## src/rtl/clause_loader.sv

```systemverilog
// Streams clause coefficients in one beat at a time, packs each clause's vector and
// strobes its 1-based clause index to the register bank for exactly one cycle.
module clause_loader #(
  parameter int unsigned MAXIMUM_BIT_WIDTH_OF_INTEGER_COEFFICIENT = 2,
  parameter int unsigned NUMBER_OF_INTEGER_VARIABLES              = 2,
  parameter int unsigned NUMBER_OF_CLAUSES                        = 3,
  parameter int unsigned MAX_BIT_WIDTH_OF_CLAUSES_INDEX           = 2
) (
  input  logic                                                in_clk,
  input  logic                                                in_reset,
  input  logic                                                in_start,
  input  logic                                                in_coeff_valid,
  input  logic [MAXIMUM_BIT_WIDTH_OF_INTEGER_COEFFICIENT-1:0] in_coeff,
  output logic                                                out_coeff_ready,
  output logic [MAXIMUM_BIT_WIDTH_OF_INTEGER_COEFFICIENT*(NUMBER_OF_INTEGER_VARIABLES+1)-1:0]
                                                              out_clause_coefficients,
  output logic [MAX_BIT_WIDTH_OF_CLAUSES_INDEX-1:0]           out_clause_index,
  output logic                                                out_busy,
  output logic                                                out_done
);

  localparam int unsigned W     = MAXIMUM_BIT_WIDTH_OF_INTEGER_COEFFICIENT;
  localparam int unsigned N     = NUMBER_OF_INTEGER_VARIABLES;
  localparam int unsigned VecW  = W * (N + 1);
  localparam int unsigned BeatW = (N > 0) ? $clog2(N + 1) : 1;
  localparam int unsigned IdxW  = MAX_BIT_WIDTH_OF_CLAUSES_INDEX;

  localparam logic [BeatW-1:0] LastBeat   = BeatW'(N);
  localparam logic [IdxW-1:0]  FirstClause = IdxW'(1);
  localparam logic [IdxW-1:0]  LastClause  = IdxW'(NUMBER_OF_CLAUSES);

  typedef enum logic [1:0] {
    StIdle,
    StCollect,
    StWrite,
    StDone
  } state_e;

  state_e           r_state;
  logic [BeatW-1:0] r_beat_cnt;
  logic [IdxW-1:0]  r_clause_cnt;
  logic [VecW-1:0]  r_buf;
  logic [VecW-1:0]  r_coeffs;
  logic [IdxW-1:0]  r_index;
  logic             r_ready;
  logic             r_busy;
  logic             r_done;

  state_e           w_state_next;
  logic [BeatW-1:0] w_beat_next;
  logic [IdxW-1:0]  w_clause_next;
  logic [VecW-1:0]  w_buf_next;
  logic [VecW-1:0]  w_coeffs_next;
  logic [IdxW-1:0]  w_index_next;
  logic             w_ready_next;
  logic             w_busy_next;
  logic             w_done_next;
  logic             w_accept;

  // r_ready is only ever high in COLLECT, but the state term keeps acceptance explicit.
  assign w_accept = in_coeff_valid && r_ready && (r_state == StCollect);

  always_comb begin
    w_state_next  = r_state;
    w_beat_next   = r_beat_cnt;
    w_clause_next = r_clause_cnt;
    w_buf_next    = r_buf;
    w_coeffs_next = r_coeffs;
    w_index_next  = '0;

    unique case (r_state)
      StIdle: begin
        if (in_start) begin
          w_state_next  = StCollect;
          w_clause_next = FirstClause;
          w_beat_next   = '0;
        end
      end
      StCollect: begin
        if (w_accept) begin
          w_buf_next[int'(r_beat_cnt) * W +: W] = in_coeff;
          if (r_beat_cnt == LastBeat) begin
            // Issue the merged vector together with its index on the same edge.
            w_state_next  = StWrite;
            w_coeffs_next = w_buf_next;
            w_index_next  = r_clause_cnt;
          end else begin
            w_beat_next = r_beat_cnt + BeatW'(1);
          end
        end
      end
      StWrite: begin
        w_beat_next = '0;
        if (r_clause_cnt < LastClause) begin
          w_clause_next = r_clause_cnt + IdxW'(1);
          w_state_next  = StCollect;
        end else begin
          w_state_next = StDone;
        end
      end
      StDone: begin
        w_state_next = StIdle;
      end
      default: begin
        w_state_next = StIdle;
      end
    endcase

    w_ready_next = (w_state_next == StCollect);
    w_busy_next  = (w_state_next == StCollect) || (w_state_next == StWrite);
    w_done_next  = (w_state_next == StDone);
  end

  always_ff @(posedge in_clk) begin
    if (in_reset) begin
      r_state      <= StIdle;
      r_beat_cnt   <= '0;
      r_clause_cnt <= '0;
      r_buf        <= '0;
      r_coeffs     <= '0;
      r_index      <= '0;
      r_ready      <= 1'b0;
      r_busy       <= 1'b0;
      r_done       <= 1'b0;
    end else begin
      r_state      <= w_state_next;
      r_beat_cnt   <= w_beat_next;
      r_clause_cnt <= w_clause_next;
      r_buf        <= w_buf_next;
      r_coeffs     <= w_coeffs_next;
      r_index      <= w_index_next;
      r_ready      <= w_ready_next;
      r_busy       <= w_busy_next;
      r_done       <= w_done_next;
    end
  end

  assign out_coeff_ready         = r_ready;
  assign out_clause_coefficients = r_coeffs;
  assign out_clause_index        = r_index;
  assign out_busy                = r_busy;
  assign out_done                = r_done;

endmodule

```

## config.mk

```make
export PLATFORM = sky130hd
export DESIGN_NAME = clause_loader
export DESIGN_NICKNAME = d
export VERILOG_FILES = /design/src/rtl/clause_loader.sv
export SDC_FILE = /design/constraint.sdc
export NUM_CORES = 1
export LEC_CHECK = 0
export CAP_MARGIN = 10
export CORE_UTILIZATION = 40
export CTS_BUF_LIST = sky130_fd_sc_hd__clkbuf_4 sky130_fd_sc_hd__clkbuf_8 sky130_fd_sc_hd__clkbuf_16
export DETAILED_ROUTE_END_ITERATION = 10
export GPL_TIMING_DRIVEN = 0
export PLACE_DENSITY = 0.66
export SLEW_MARGIN = 25
export SYNTH_ARGS = -nofsm -noshare
export SYNTH_HDL_FRONTEND = slang
export SYNTH_SLANG_ARGS = --single-unit
```

## constraint.sdc

```tcl
create_clock -name in_clk -period 5.6 [get_ports in_clk]
set_input_delay 1.12 -clock in_clk [delete_from_list [all_inputs] [get_ports in_clk]]
set_output_delay 1.12 -clock in_clk [all_outputs]
set_load 0.01 [all_outputs]
```

Word-level counts from Yosys, hierarchy flattened
Index checks and enable logic that the tools add are counted.
{"block": "op_classes", "shift": 2, "n_mux": 13, "n_reduce_logical": 11, "order_cmp": 1, "eq_ne": 11, "bitwise_logic": 3, "add_sub_neg": 3}
{"cell": "negator 3 -> 34 bit", "n": 1}
{"cell": "variable shift 2 x 34 -> 6 bit (first input constant)", "n": 1}
{"cell": "variable part select 2 x 34 -> 6 bit", "n": 1}
{"cell": "two-way mux 2 bit", "n": 9}
{"cell": "== test 2 bit (second input constant)", "n": 5}
{"cell": "inequality test 2 bit (second input constant)", "n": 4}
{"cell": "one-hot mux 2 bit (4 select lines)", "n": 1}
{"cell": "bitwise mux 6 bit", "n": 1}
{"cell": "one-hot mux 2 bit (3 select lines)", "n": 1}
{"cell": "AND reduction 3 bit", "n": 2}
{"cell": "adder 2 x 1 -> 2 bit (second input constant)", "n": 2}
{"cell": "== test 2 x 1 -> 1 bit (second input constant)", "n": 2}
{"cell": "one-hot mux 2 bit (2 select lines)", "n": 1}
{"cell": "AND reduction 4 bit", "n": 1}
{"cell": "OR reduction 4 bit", "n": 1}
{"cell": "inverter 1 bit", "n": 3}
{"cell": "nonzero test 3 bit", "n": 1}
{"cell": "logical AND 1 bit", "n": 2}
{"cell": "logical NOT 2 bit", "n": 1}
{"cell": "< comparator 2 bit (second input constant)", "n": 1}
{"cell": "AND reduction 2 bit", "n": 1}
{"cell": "nonzero test 2 bit", "n": 1}
{"cell": "logical OR 1 bit", "n": 1}
{"block": "word_totals", "inputBits": 6, "output_inout_bits": 11, "word_cells": 53, "regBits": 23}

Logic depth before layout (Yosys ltp)
{"block": "depth", "depth_word": 6, "mapped_depth": 8, "mapped_depth_nobuf": 7}

Worst setup path after synthesis
Ideal clock, no wire load.
{"block": "synth_path", "path_type": "input to register", "startpoint": "input port in_coeff_valid", "endpoint": "register r_busy, in the netlist out_busy", "arrival_ps": 2028, "t_required_ps": 5534, "slack_ps": 3506, "path_stages": 5, "path_buffers": 1, "setup_ps": 66, "path_cell_list": "and3_1 buf_2 o21ai_0 ha_1 nor2_1"}
{"block": "synth_via", "elab_chain_len": 6, "elab_cells_between_ends": 7, "classes_between": "2 x eq/ne; 2 x mux; 3 x reduce/logical"}
{"element": "from (decl)", "line_no": "12", "text": "input logic in_coeff_valid,"}
{"element": "logical AND 1 bit (*) (2 in series)", "line_no": "61", "text": "assign w_accept = in_coeff_valid && r_ready && (r_state == StCollect);"}
{"element": "two-way mux 2 bit (*)", "line_no": "80", "text": "if (w_accept) begin"}
{"element": "one-hot mux 2 bit (4 select lines) (*)", "line_no": "71", "text": "unique case (r_state)"}
{"element": "net w_state_next[0]", "line_no": "49", "text": "state_e w_state_next;"}
{"element": "== test 2 x 1 -> 1 bit / == test 2 bit (equally long branches)", "line_no": "110", "text": "w_busy_next = (w_state_next == StCollect) || (w_state_next == StWrite);"}
{"element": "logical OR 1 bit (*)", "line_no": "110"}
{"element": "to (signal assigned)", "line_no": "133", "text": "r_busy <= w_busy_next;"}
{"element": "to (decl)", "line_no": "46", "text": "logic r_busy;"}
The timed path passes the listed nets; every way through them passes the cells marked *.
A chain may end at the register's enable or synchronous reset.

Worst setup path after layout
Ends and elaborated chain as after synthesis.

==> impl_metrics.ini <==
[worst_setup_path]
path_class = primary input to register
reg2reg_depth = 7
r2r-start = r_beat_cnt[0]
path_max_fanout = 10
reg2reg_to = out_busy
critical-path-max-stage-delay_ps = 470
critPathLaunchType = primary input
cp_cell_sequence = clkdlybuf4s50_1 > and3_1 > buf_2 > o21ai_0 > ha_1 > nor2_1
critPathRequiredTime_ps = 5850
crit_path_end_kind = register
arrival_ps = 2670
cpMaxStageDelayCell = clkdlybuf4s50_1
path_buf_inv = 2
worst_path_dominant_cell_family = buffers and inverters
reg2reg_slack_ps = 3530

[route]
drtAntennaViolNets = 0
drt_wl_total_mm = 2.242
drt_iter0_markers = 12
dr.pass1.iters = 4
vias = 934
drc = 0
vias_per_cell = 5.430
routedWlPerCell_um = 13.03

[hold_path]
hold-path-endpoint = r_buf[4]
hp-start = r_buf[4]
holdPathStages = 2
hp-class = register to register

[sta]
period_minus_slack_ps = 2414
tightestPinTransition_ps = 502.5
hold_violations = 0
period_share_pct = 43.11
setup_slack_ps = 3186
maxSlewViolCount = 0
tns_ps = 0
finClkSkew_ps = 3.167
slew_headroom_pct = 66.50
max_freq_mhz = 414.2
rsz0062_at_grt = no
finalSetupViolCount = 0

[finish]
areaGrowthSynthToFinish_pct = 20.11
finalNonFillerCells = 172
drive_gt1_share_pct = 7.042
finalNetCount = 157
antenna_cells = 0
post-route-util_pct = 52.97
finish.instance_area_sq_mm = 0.001360

[synth]
synth_edf_count = 0
yosysUniqueCellTypes = 35
synth_xor_area_share_pct = 0
async_flop_share_pct = 0
syn-num-nets = 136
syn_area_sq_mm = 0.001132
ys_seq_area_share_pct = 40.66
synth_area_leaders = dfxtp_1 41%, ha_1 8.8%, nor2b_1 6.1%
syn_area_per_cell_sq_um = 9.281
synth-seq-cells = 23
synth_top_flop_cell = dfxtp_1
synth-simple-area-share_pct = 25.97
synth_top_family_by_area = simple AND/OR/NAND/NOR gates
netlist_instances = 122
yosysMostFrequentCell = dfxtp_1
synth_fa_ha_area_share_pct = 8.840
synth_top_area_share_pct = 40.66
synth_mux_area_share_pct = 0.9945
synth_compound_area_share_pct = 18.90
synth_top_area_cell = dfxtp_1
synth_commonest_cells = 23 x dfxtp_1, 12 x a21oi_1, 11 x nor2b_1
ys.warnings.count = 0

[cts]
holdBufCountCts = 0
clock-sinks = 23
postCtsSetupRepairBufs = 0
ctsResizeCount = 0
path_clk_slew_ps = 130
clockBufferDepth = 2
htree_num_levels = 1
cts_tree = done
cts_buffers = 3
cts_root_buf = clkbuf_4
clkLatencyLatePin_ps = 310

[run_status]
status = finished, final reports clean

[place]
place_hpwl_mm = 1.691
dpl_cell_area_sq_mm = 0.001330
dpl.cell_count = 168
place_congestion = 0.8162
place_ws_ps = 2864
portBuffers = 16

[job]
cap_violations = 0

[global_route]
grt_max_degree = 13
grt.total_usage_pct = 14.52
grt_pass1_wl_mm = 3.519
overflow = 0
grt_antenna_before_repair = 0
grt_pass1_vias = 768

[die]
ios = 17
rows = 18
die_w_um = 55.21
dieArea_sq_mm = 0.003048
initial_core_util_pct = 44.10
fp.coreArea_sq_mm = 0.002567
die_h_um = 55.21

[power]
cellLeakagePower_nw = 0.5066
power_density_mw_per_mm2 = 206.2
peakVddDrop_mv = 0.1106
## placed cells by master, fill, tap and decap left out, types with 3 or more instances in the layout
cell,synthesis,final
a211oi_1,4,4
a21oi_1,12,12
and2_1,4,4
buf_2,3,3
clkbuf_4,0,4
clkdlybuf4s50_1,0,16
dfxtp_1,23,23
ha_1,8,8
inv_1,5,5
nand2_1,9,9
nand2b_1,4,4
nor2_1,5,5
nor2b_1,11,11
o32ai_1,4,4
## registers in the layout, summed over array words and instances, names as in the netlist
name,count
out_done,1
out_clause_coefficients,6
r_clause_cnt,2
r_buf,6
out_clause_index,2
r_state,2
out_coeff_ready,1
out_busy,1
r_beat_cnt,2
## cell type report
class / count / area [sq um]
clock buffer: 4 / 30.03
fill: 250 / 1207
tap: 30 / 37.54
timing repair buffer: 16 / 160.2
sequential: 23 / 460.4
buffer: 6 / 33.78
multi-input combinational: 88 / 619.3
inverter: 5 / 18.77
## how the worst max path moves through the flow
stage | startpoint | endpoint | slack, ps | depth (start not counted)
final | in_coeff_valid | out_busy | 3190 | 6
after floorplan | in_coeff_valid | out_busy | 3510 | 5
after CTS | out_coeff_ready | out_coeff_ready | 3190 | 1
after detailed placement | in_coeff_valid | out_busy | 2860 | 6
after global placement | in_coeff_valid | out_busy | 2870 | 6
after global routing | out_coeff_ready | out_coeff_ready | 3120 | 1
## cells by family after synthesis
logic type | count (synthesis)
adder cells (fa/ha/maj) | 8
multiplexers | 1
flip-flops | 23
AO/OA/AOI/OAI | 31
AND/OR/NAND/NOR | 48
buffers and inverters | 11
## stage by stage
stage | hold WS [ps] | total power [mW]
2_1_floorplan | 443.9 | 0.1891
6_report | 481.4 | 0.2804
5_1_grt | 501.3 | 0.2917
3_3_place_gp | 459.5 | 0.2003
4_1_cts | 483.4 | 0.2804
3_5_place_dp | 465.4 | 0.2007
## power breakdown
part	internal, mW	leakage (nW)	switching, mW
Combinational	0.0129	0.302	0.0146
Clock	0.0327	0.0184	0.0505
Sequential	0.166	0.186	0.00327
Total	0.212	0.507	0.0683
## routing by layer
| metal | vias up | global-route usage (%) | part of all wire, % |
|---|---|---|---|
| met5 | - | 0 | 0 |
| met4 | 0 | 5.357 | 1.4 |
| met3 | 4 | 2.108 | 3.0 |
| met2 | 15 | 22.72 | 44 |
| met1 | 435 | 20.23 | 51 |
| li1 | 480 | - | - |
## worst min-delay path, stage by stage, from the launching register on
cell and delay, ps:
dfxtp_1 330, nand2_1 50, o32ai_1 70
Note: power is estimated with default switching activity, not from simulation.
